==> src/rtl/plus_asic_unlock_mmu.sv <==
// CPC Plus upstream control: ASIC unlock sequencer on the CRTC select port, MRER/RMR2 decode on the GA port.
// Build option: define PLUS_AUTO_UNLOCK_EN to leave reset with the ASIC already unlocked.
`timescale 1ns/1ps

// state    | meaning
// ST_IDLE  | waiting for a non-zero byte
// ST_NZ    | non-zero seen, waiting for the 00 sync byte
// ST_S0-13 | expecting key byte FF 77 B3 51 A8 D4 62 39 9C 46 2B 15 8A CD
// ST_FINAL | key complete; EE unlocks, anything else locks
module plus_asic_unlock_mmu #(
    parameter int FULL_DECODE = 0,
    parameter int SEQ_LEN     = 17
) (
    input  logic        clk,
    input  logic        reset_n,
    input  logic [15:0] A,
    input  logic [7:0]  D,
    input  logic        IO_WR,
    output logic        asic_unlocked,
    output logic        int_enable,
    output logic [7:0]  mrer_val,
    output logic [4:0]  rmr2_val,
    output logic        rmr2_active,
    output logic        rmr2_now,
    output logic [2:0]  lower_rom_page,
    output logic        seq_err
);

`ifdef PLUS_AUTO_UNLOCK_EN
    localparam logic UNLOCK_RST = 1'b1;
`else
    localparam logic UNLOCK_RST = 1'b0;
`endif

    // The state list below hard-codes a 17-byte sequence (1 + 1 sync + 14 key + 1 final).
    if (SEQ_LEN != 17) begin : g_bad_seq_len
        $error("plus_asic_unlock_mmu: SEQ_LEN must be 17");
    end

    typedef enum logic [4:0] {
        ST_IDLE, ST_NZ,
        ST_S0, ST_S1, ST_S2, ST_S3, ST_S4, ST_S5, ST_S6,
        ST_S7, ST_S8, ST_S9, ST_S10, ST_S11, ST_S12, ST_S13,
        ST_FINAL
    } state_t;

    state_t state_q, state_d;
    logic   io_wr_q, wr_armed, wr_stb;
    logic   crtc_sel, ga_sel;
    logic   seq_err_d, lock_load;
    logic   rmr2_wr, mrer_wr;
    logic   unused_a;

    function automatic logic [7:0] key_byte(input state_t s);
        case (s)
            ST_S0:   key_byte = 8'hFF;
            ST_S1:   key_byte = 8'h77;
            ST_S2:   key_byte = 8'hB3;
            ST_S3:   key_byte = 8'h51;
            ST_S4:   key_byte = 8'hA8;
            ST_S5:   key_byte = 8'hD4;
            ST_S6:   key_byte = 8'h62;
            ST_S7:   key_byte = 8'h39;
            ST_S8:   key_byte = 8'h9C;
            ST_S9:   key_byte = 8'h46;
            ST_S10:  key_byte = 8'h2B;
            ST_S11:  key_byte = 8'h15;
            ST_S12:  key_byte = 8'h8A;
            ST_S13:  key_byte = 8'hCD;
            default: key_byte = 8'h00;
        endcase
    endfunction

    // wr_armed stops a write that was already high across reset from firing on release.
    assign wr_stb = IO_WR & ~io_wr_q & wr_armed;

    if (FULL_DECODE != 0) begin : g_full_decode
        assign crtc_sel = (A[15:8] == 8'hBC);
        assign ga_sel   = (A[15:8] == 8'h7F);
    end else begin : g_partial_decode
        assign crtc_sel = ~A[14] & (A[9:8] == 2'b00);
        assign ga_sel   = ~A[15] & A[14];
    end
    assign unused_a = ^{A[13:10], A[7:0]};

    always_ff @(posedge clk) begin
        if (!reset_n) state_q <= ST_IDLE;
        else          state_q <= state_d;
    end

    always_comb begin
        state_d   = state_q;
        seq_err_d = 1'b0;
        lock_load = 1'b0;
        if (wr_stb && crtc_sel) begin
            case (state_q)
                ST_IDLE:  if (D != 8'h00) state_d = ST_NZ;
                ST_NZ:    if (D == 8'h00) state_d = ST_S0;
                ST_FINAL: begin
                    lock_load = 1'b1;
                    state_d   = ST_IDLE;
                end
                default: begin
                    if (D == key_byte(state_q)) begin
                        state_d = state_t'(state_q + 5'd1);
                    end else begin
                        seq_err_d = 1'b1;
                        state_d   = (D == 8'h00) ? ST_S0 : ST_NZ;
                    end
                end
            endcase
        end
    end

    // RMR2 uses the lock state from before this edge; a locked 101x write falls back to MRER.
    assign rmr2_wr = wr_stb & ga_sel & (D[7:5] == 3'b101) & asic_unlocked;
    assign mrer_wr = wr_stb & ga_sel & (D[7:6] == 2'b10) & ~rmr2_wr;

    always_ff @(posedge clk) begin
        if (!reset_n) begin
            io_wr_q       <= 1'b0;
            wr_armed      <= ~IO_WR;
            asic_unlocked <= UNLOCK_RST;
            mrer_val      <= 8'h00;
            int_enable    <= 1'b0;
            rmr2_val      <= 5'h00;
            rmr2_now      <= 1'b0;
            seq_err       <= 1'b0;
        end else begin
            io_wr_q  <= IO_WR;
            if (!IO_WR) wr_armed <= 1'b1;
            seq_err  <= seq_err_d;
            rmr2_now <= rmr2_wr;
            if (lock_load) asic_unlocked <= (D == 8'hEE);
            if (rmr2_wr) rmr2_val <= D[4:0];
            if (mrer_wr) begin
                mrer_val   <= D;
                int_enable <= D[4];
            end
        end
    end

    assign rmr2_active    = asic_unlocked & (rmr2_val[4:3] == 2'b11);
    assign lower_rom_page = rmr2_val[2:0];

endmodule
==> config.mk <==
export PLATFORM = sky130hd
export DESIGN_NAME = plus_asic_unlock_mmu
export DESIGN_NICKNAME = d
export VERILOG_FILES = /design/src/rtl/plus_asic_unlock_mmu.sv
export SDC_FILE = /design/constraint.sdc
export NUM_CORES = 1
export LEC_CHECK = 0
export ABC_AREA = 0
export CAP_MARGIN = 0
export CORE_AREA = 5 5 71 73
export CTS_CLUSTER_DIAMETER = 50
export DETAILED_ROUTE_END_ITERATION = 12
export DIE_AREA = 0 0 76 78
export GPL_TIMING_DRIVEN = 0
export PLACE_DENSITY_LB_ADDON = 0.1
export SLEW_MARGIN = 20
export SYNTH_ARGS = -nofsm -noshare
export SYNTH_HDL_FRONTEND = slang
export SYNTH_SLANG_ARGS = --single-unit
==> constraint.sdc <==
create_clock -name clk -period 5.07 [get_ports clk]
set_input_delay 1.014 -clock clk [delete_from_list [all_inputs] [get_ports clk]]
set_output_delay 1.014 -clock clk [all_outputs]
set_load 0.1 [all_outputs]
Yosys cells after proc, flatten, opt, wreduce, memory -nomap -nowiden
Memories as Yosys holds them, arrays and structs flattened. A register that Yosys moved wholly into a read port is not among the register bits.
Index checks and enable logic that the tools add are counted.
- register bits: 24
- bits in latches: 0
- RAM bits: 0
- ROM bits: 128
- bits of input ports: 27
- output and inout bits: 21
- logic and storage cells: 61
- memories kept: 1
- add/subtract/negate cells: 1
- multipliers: 0
- divide/modulo/power cells: 0
- $lt $le $gt $ge: 0
- equal/unequal tests: 10
- shift-type cells: 0
- multiplexer cells: 15
- bitwise operators: 17
- reduce and logical (&&, ||, !) cells: 8
- memory list (name ; words ; bits a word ; read ports ; clocked after Yosys merged registers in ; wr ports ; RTL line ; source):
    (name not given) ; 16 ; 8 ; 1 ; 1 ; 0 ; 55 ; case (s)
- operators by type and width (kind ; count):
    2-to-1 mux 8 bit ; 3
    2-to-1 mux 5 bit ; 3
    one-hot mux 5 bit (3 select lines) ; 1
    AND 1 bit ; 10
    equality test 8 bit ; 1
    equality test 8 bit (second input constant) ; 1
    zero test 8 bit ; 1
    2-to-1 mux 4 bit ; 2
    nonzero test 8 bit ; 1
    inverter 1 bit ; 7
    inequality test 2 bit (second input constant) ; 3
    adder 5 x 1 -> 5 bit (second input constant) ; 1
    equality test 5 x 1 -> 1 bit (second input constant) ; 1
    equality test 5 bit (second input constant) ; 1
    zero test 5 bit ; 1
    2-to-1 mux 1 bit ; 5
    OR reduction 5 bit ; 1
    equality test 2 bit (second input constant) ; 2
    equality test 3 bit (second input constant) ; 1
    AND reduction 3 bit ; 1
    OR reduction 3 bit ; 1
    zero test 2 bit ; 1
    2-to-1 mux 2 bit ; 1
    logical AND 1 bit ; 1

Depth between registers and ports, before layout
Gate-level depths: netlist (run 1).
- word-level depth: 10
- mapped depth: 13
- mapped depth without buffers: 12

Least setup slack after synthesis (run 1)
Ideal clock, no wire load.
- path kind: input to register
- start point: input D[0]
- end point: register (tool-made name)
- library setup time: 0.126 ns
- data arrival time: 3.205 ns
- required time: 4.944 ns
- path slack: 1.739 ns
- stages: 10
- buffers on the path: 0
- path through: nand2b_1 > or4b_1 > a32oi_2 > nand2_2 > o21a_1 > o21ai_0 > and2_1 > ha_1 > a22oi_1 > mux2i_1
- RTL lines (what ; RTL line ; source):
    from (decl) ; 17 ; input logic [7:0] D,

==> impl_results.md, run 1 <==
- Status: completed
- Compound-Gate Fraction of Synth Area: roughly 15%
- DIE HEIGHT: 78 µm
- Cell count of the worst hold path: 2
- Synth unique cells: 48
- Top-area cell type share of the netlist area: 32.0%
- Synth Area in Adders: 6.00%
- Die footprint: a little under 6000 µm²
- DR WL/cell: ~14 µm
- Worst hold-check path type: reg2reg
- Startpoint Class: input pin
- Worst slew pin tran: a little under 1000 ps
- Hold-critical path endpoint: mrer_val[7]
- Gpl congestion: around 0.85
- PwrDens: approximately 220 nW/µm²
- Post-synthesis cell count: ~200
- Hold-fix buffers at CTS: 0
- First-pass GRT wire length: a little over 7000 µm
- Crit path DAT: ~4300 ps
- Nets: about 280
- Met3 Track Usage GR: 4.28%
- Congestion Overflow GR: 0
- Mux cell area share after synthesis: about an eighth
- Boundary pin count: 48
- CP max-delay cell: o21ai_0
- ANT cells: 0
- Via density per instance: around 5.2
- Setup Viol. Count Final: 0
- Global-route usage over all layers: 14.5%
- Initial Util: between 40% and 50%
- Critical Path Start: D[0]
- Drt initial violations: 67
- Rows: 24
- Total Wirelength: 4160 µm
- Largest area contributor in the netlist: dfxtp_1
- Pleak: between 0.0009 and 0.001 µW
- Slew headroom: between 30% and 40%
- Unrepaired setup endpoints after global routing: false
- R2r setup slk: between 1500 and 2000 ps
- Core area: between 4000 and 5000 µm²
- Clock transition at path regs: about 60 ps
- # DRC: 0
- H-tree depth: 2
- Mapped Area: between 1500 and 2000 µm²
- Synth warn: 0
- Reg-to-reg startpoint: state_q[4]
- Met1 GRT Util: about a fifth
- Cts repair resizes: 0
- CP required: approximately 5300 ps
- Power Total: ~530 µW
- CP max FO: 6
- Final min period: roughly 4000 ps
- CTS Buf Count: 5
- Clock Latency Late Sink: between 200 and 300 ps
- FF-to-FF path depth: 11
- Area growth from synthesis to layout: 28.1%
- Synth Net Count: between 200 and 250
- Register bit total from synthesis: 31
- Maximum clock rate: between 200 and 250 MHz
- Initial antenna violation count: 0
- I/O Buffers: 35
- Clk buf depth: 2
- Critical path class: in2reg
- Met2 Use GR: 22.8%
- Die width: 76 µm
- Final ANT Viol Nets: 0
- Vias in the first global route: around 1500
- Ys flop type: dfxtp_1
- VDD IR max: approximately 150 µV
- Via count: 1551
- Layout cell share with drive strength beyond 1: 12.7%
- Sequential fraction of the synthesis area: approximately a third
- Number of post-CTS setup repair buffers: 0
- Avg Synthesized Cell Area: around 9.3 µm²
- Clock Skews: 3.77 ps
- HPWL after DPL: approximately 3200 µm
- Worst Min Path Start: mrer_val[7]
- Gr busiest metal: met2
- Max Slew Vio Count: 0
- Post-synth EDFFs: 1
- XOR/XNOR Fraction of Synth Area: under 10%
- Asr flop ratio synth: 0%
- Final hold violations: 0
- CP cell instances: clkdlybuf4s50_1 > nand2b_1 > or4b_1 > a32oi_2 > nand2_2 > o21a_1 > o21ai_0 > and2_1 > inv_1 > ha_1 > a22oi_1 > a22o_1
- CP Capture Type: register
- Max cap viols: 0
- Highest cell delay on the worst timing path: roughly 500 ps
- Post-synthesis simple-gate area fraction: approximately a quarter
- Largest cells by area after synthesis: dfxtp_1 32%, mux2i_1 10%, ha_1 6.0%
- Largest net degree at the start of global routing: 11
- First-pass iteration count of the detailed router: 4
- TritonCTS clock tree: yes
- Setup TNS: 0 ps
- CTS root buf: clkbuf_8
- Fin crit share: about 80%
- Largest family of logic cells by synthesized area: simple AND/OR/NAND/NOR gates
- CTS Sinks: 31
layout by cell type, fill, tap and decap left out, types with 6 or more instances in the layout:
cell type         n
dfxtp_1          30
buf_4             6
nor2b_1          14
nand2_1           7
clkdlybuf4s50_1  35
clkbuf_8          6
mux2i_1          19
nor2_1           14
o21ai_0           9
inv_1            11
ha_1              9
a21oi_1           6
kinds of logic after synthesis:
logic type      Yosys count
mux                      23
xor+xnor                  5
compound gates           36
fa+ha+maj                 9
flops                    31
buf+inv                  24
simple gates             73
synth_stat cells (4+ instances only):
cell type  instances
dfxtp_1           30
mux2i_1           19
nor2_1            14
nor2b_1           14
inv_1             11
ha_1               9
o21ai_0            9
nand2_1            7
a21oi_1            6
buf_4              6
a32oi_1            5
and2_1             5
xnor2_1            5
clkbuf_1           4
mux2_2             4
nand2b_1           4
nand3_1            4
report_power, final:
group	switching [µW]	internal (µW)	total (µW)
sequential	2.52	249	251
combinational	28.8	26.0	54.9
clock	88.9	139	228
critical path: cells and delay by family:
family / cells / cell delay (ps)
fa+ha+maj: 1 / 220
buf+inv: 2 / 590
simple gates: 4 / 1140
compound gates: 5 / 1310
area by class of cell:
| class | instances | area [µm²] |
|---|---|---|
| fill | 418 | 1890 |
| multi-input combinational | 146 | 1110 |
| sequential | 31 | 631 |
| timing repair buffer | 35 | 350 |
| clock buffer | 7 | 108 |
| buffer | 13 | 97.6 |
| tap | 52 | 65.1 |
| inverter | 11 | 41.3 |
| clock inverter | 1 | 5.00 |
worst max-delay path by stage:
stage	endpoint	slack, ps	depth (start not counted)
global route	register	770	11
finish	register	1030	12
detailed placement	register	730	11
floorplan	register	1740	10
global placement	register	710	11
CTS	register	1030	12
routing by layer:
layer  vias to the layer above  wire, µm
li1                        797         -
met1                       704      1990
met2                        45      1840
met3                         5       260
met4                         0        70
met5                         -         0
through the flow:
step                cells  util (%)  cell area (µm²)  hold WS, ps  worst slack (ps)
floorplan             201         -             1880          611              1740
finish                296      56.0             2400          457              1030
global placement      288      53.4             2290          449               714
CTS                   296      56.0             2400          460              1030
detailed placement    288      53.4             2290          450               730
global route          296      56.0             2400          480               768
(Power assumes the default switching activity.)
==> run 2: changes to the inputs <==
CORE_AREA = 5 5 72 74   (was 5 5 71 73)
DIE_AREA = 0 0 77 79   (was 0 0 76 78)
clock period = 3.7 ns   (was 5.07 ns; I/O delays follow)
==> run 2 against run 1 <==
Net effect: routed wire length is 0.72% lower; via count is 0.90% lower; clock power is 16% higher; final area decreased by 0.73%; critical path type unchanged.
==> impl_results.md, run 2 (synthesized netlist as in run 1, its figures left out) <==
- Slew headroom: roughly a third
- Layout cell share with drive strength beyond 1: 13.2%
- Gpl congestion: just under 0.8
- Drt initial violations: a little over 50
- Critical path class: in2reg
- DR WL/cell: ~14 µm
- Die width: between 70 and 80 µm
- Worst slew pin tran: just under 1000 ps
- H-tree depth: 2
- Startpoint Class: input pin
- Gr busiest metal: met2
- Clock transition at path regs: 60 ps
- Clk buf depth: 2
- Final min period: around 3500 ps
- Rows: 25
- DIE HEIGHT: between 70 and 80 µm
- Met1 GRT Util: 18.4%
- Final core occ: a little over half
- Vias in the first global route: between 1000 and 1500
- ANT cells: 0
- Max Slew Vio Count: 0
- Highest cell delay on the worst timing path: 580 ps
- Via count: 1537
- PwrDens: approximately 290 nW/µm²
- VDD IR max: ~120 µV
- Filler instances: between 400 and 500
- CTS root buf: clkbuf_8
- CP max-delay cell: clkdlybuf4s50_1
- Met2 Use GR: roughly a fifth
- Worst hold-check path type: reg2reg
- Commonest non-fill, non-tap cell in the layout: clkdlybuf4s50_1
- CP max FO: 6
- Top delay family on crit path: simple AND/OR/NAND/NOR gates
- Unrepaired setup endpoints after global routing: false
- I/O Buffers: 35
- Min Hold Slack: about 460 ps
- TritonCTS clock tree: yes
- Hold-fix buffers at CTS: 0
- First-pass GRT wire length: 6890 µm
- CP cell instances: clkdlybuf4s50_1 > nand2b_1 > or4b_1 > a32oi_2 > nand2_2 > o21a_1 > o21ai_2 > and2_1 > ha_1 > a22oi_1 > mux2i_1
- Boundary pin count: between 40 and 50
- First-pass iteration count of the detailed router: 4
- Crit path DAT: about 3700 ps
- Placed Instance Area: roughly 2300 µm²
- Initial Util: just over 40%
- Pleak: about 0.00090 µW
- Congestion Overflow GR: 0
- Max cap viols: 0
- Met3 Track Usage GR: 3.97%
- Number of post-CTS setup repair buffers: 0
- Total Wirelength: just over 4000 µm
- Die footprint: 6080 µm²
- Power Total: between 600 and 700 µW
- Fin crit share: 95.4%
- Final hold violations: 0
- Nets: about 280
- Most frequent cells in the layout: 35 x clkdlybuf4s50_1, 30 x dfxtp_1, 19 x mux2i_1
- Largest net degree at the start of global routing: 11
- CTS Buf Count: 5
- Clock Latency Late Sink: approximately 280 ps
- Status: completed
- Core area: around 4500 µm²
- CTS Sinks: 31
- WP buf/inv: 1
- CP Capture Type: register
- Final ANT Viol Nets: 0
- Area growth from synthesis to layout: 27.2%
- CP required: roughly 3900 ps
- Initial antenna violation count: 0
- Setup Viol. Count Final: 0
- # DRC: 0
- Maximum clock rate: roughly 280 MHz
- Design Area, Final: 2390 µm²
- Clock Skews: 3.70 ps
- Via density per instance: between 5 and 6
- HPWL after DPL: 3160 µm
- Global-route usage over all layers: 14.1%
==> run 2: cell count changes in the layout (fill, tap and decap cells not counted) <==
cell and delta:
and4_1 -1, and4_2 +1, clkbuf_16 -1, o21ai_0 -1
o21ai_2 +1
==> run 2: per-stage QoR <==
step	setup TNS, ps	setup WS [ps]	cells
final	0	170	297
after global routing	0	4.52	297
after CTS	0	44.6	297
after detailed placement	-2760	-429	290
after global placement	-2980	-451	290
after floorplan	0	643	201
==> run 2: area by class of cell <==
type	instances	area, µm²	area share, %
Sequential cell	31	631	26.4
Clock buffer	6	82.6	3.46
Buffer	13	97.6	4.09
Timing Repair Buffer	35	350	14.7
Clock inverter	1	5.00	0.210
Multi-Input combinational cell	146	1110	46.6
Tap cell	54	67.6	2.83
Inverter	11	41.3	1.73
==> run 2: tightest hold or removal path, delay by kind of cell, from the launching register on <==
family	cells	cell delay (ps)
DFF	1	300
AOI/OAI and AO/OA	1	60
buffers and inverters	1	40
==> run 2: routing by layer <==
metal  wire length [µm]  part of all wire [%]
met1               2050                    50
met5                  0                     0
met3                204                   4.9
met4                112                   2.7
met2               1760                    43
==> run 2: path summary, 6_finish.rpt <==
kind	start	endpoint	slack [ps]	cells past startpoint
max	D[3]	register	170	11
min	mrer_val[7]	mrer_val[7]	460	2
max reg2reg	state_q[4]	register	820	10
min reg2reg	mrer_val[7]	mrer_val[7]	460	2
==> run 2: what timing repair did <==
item,CTS,global route
setup endpoints to repair,6,6
hold endpoints to repair,0,0
resized for setup,1,2
==> run 2: power by group <==
part	internal, µW	switching (µW)
sequential	341	3.42
combinational	35.9	39.6
clock	146	119
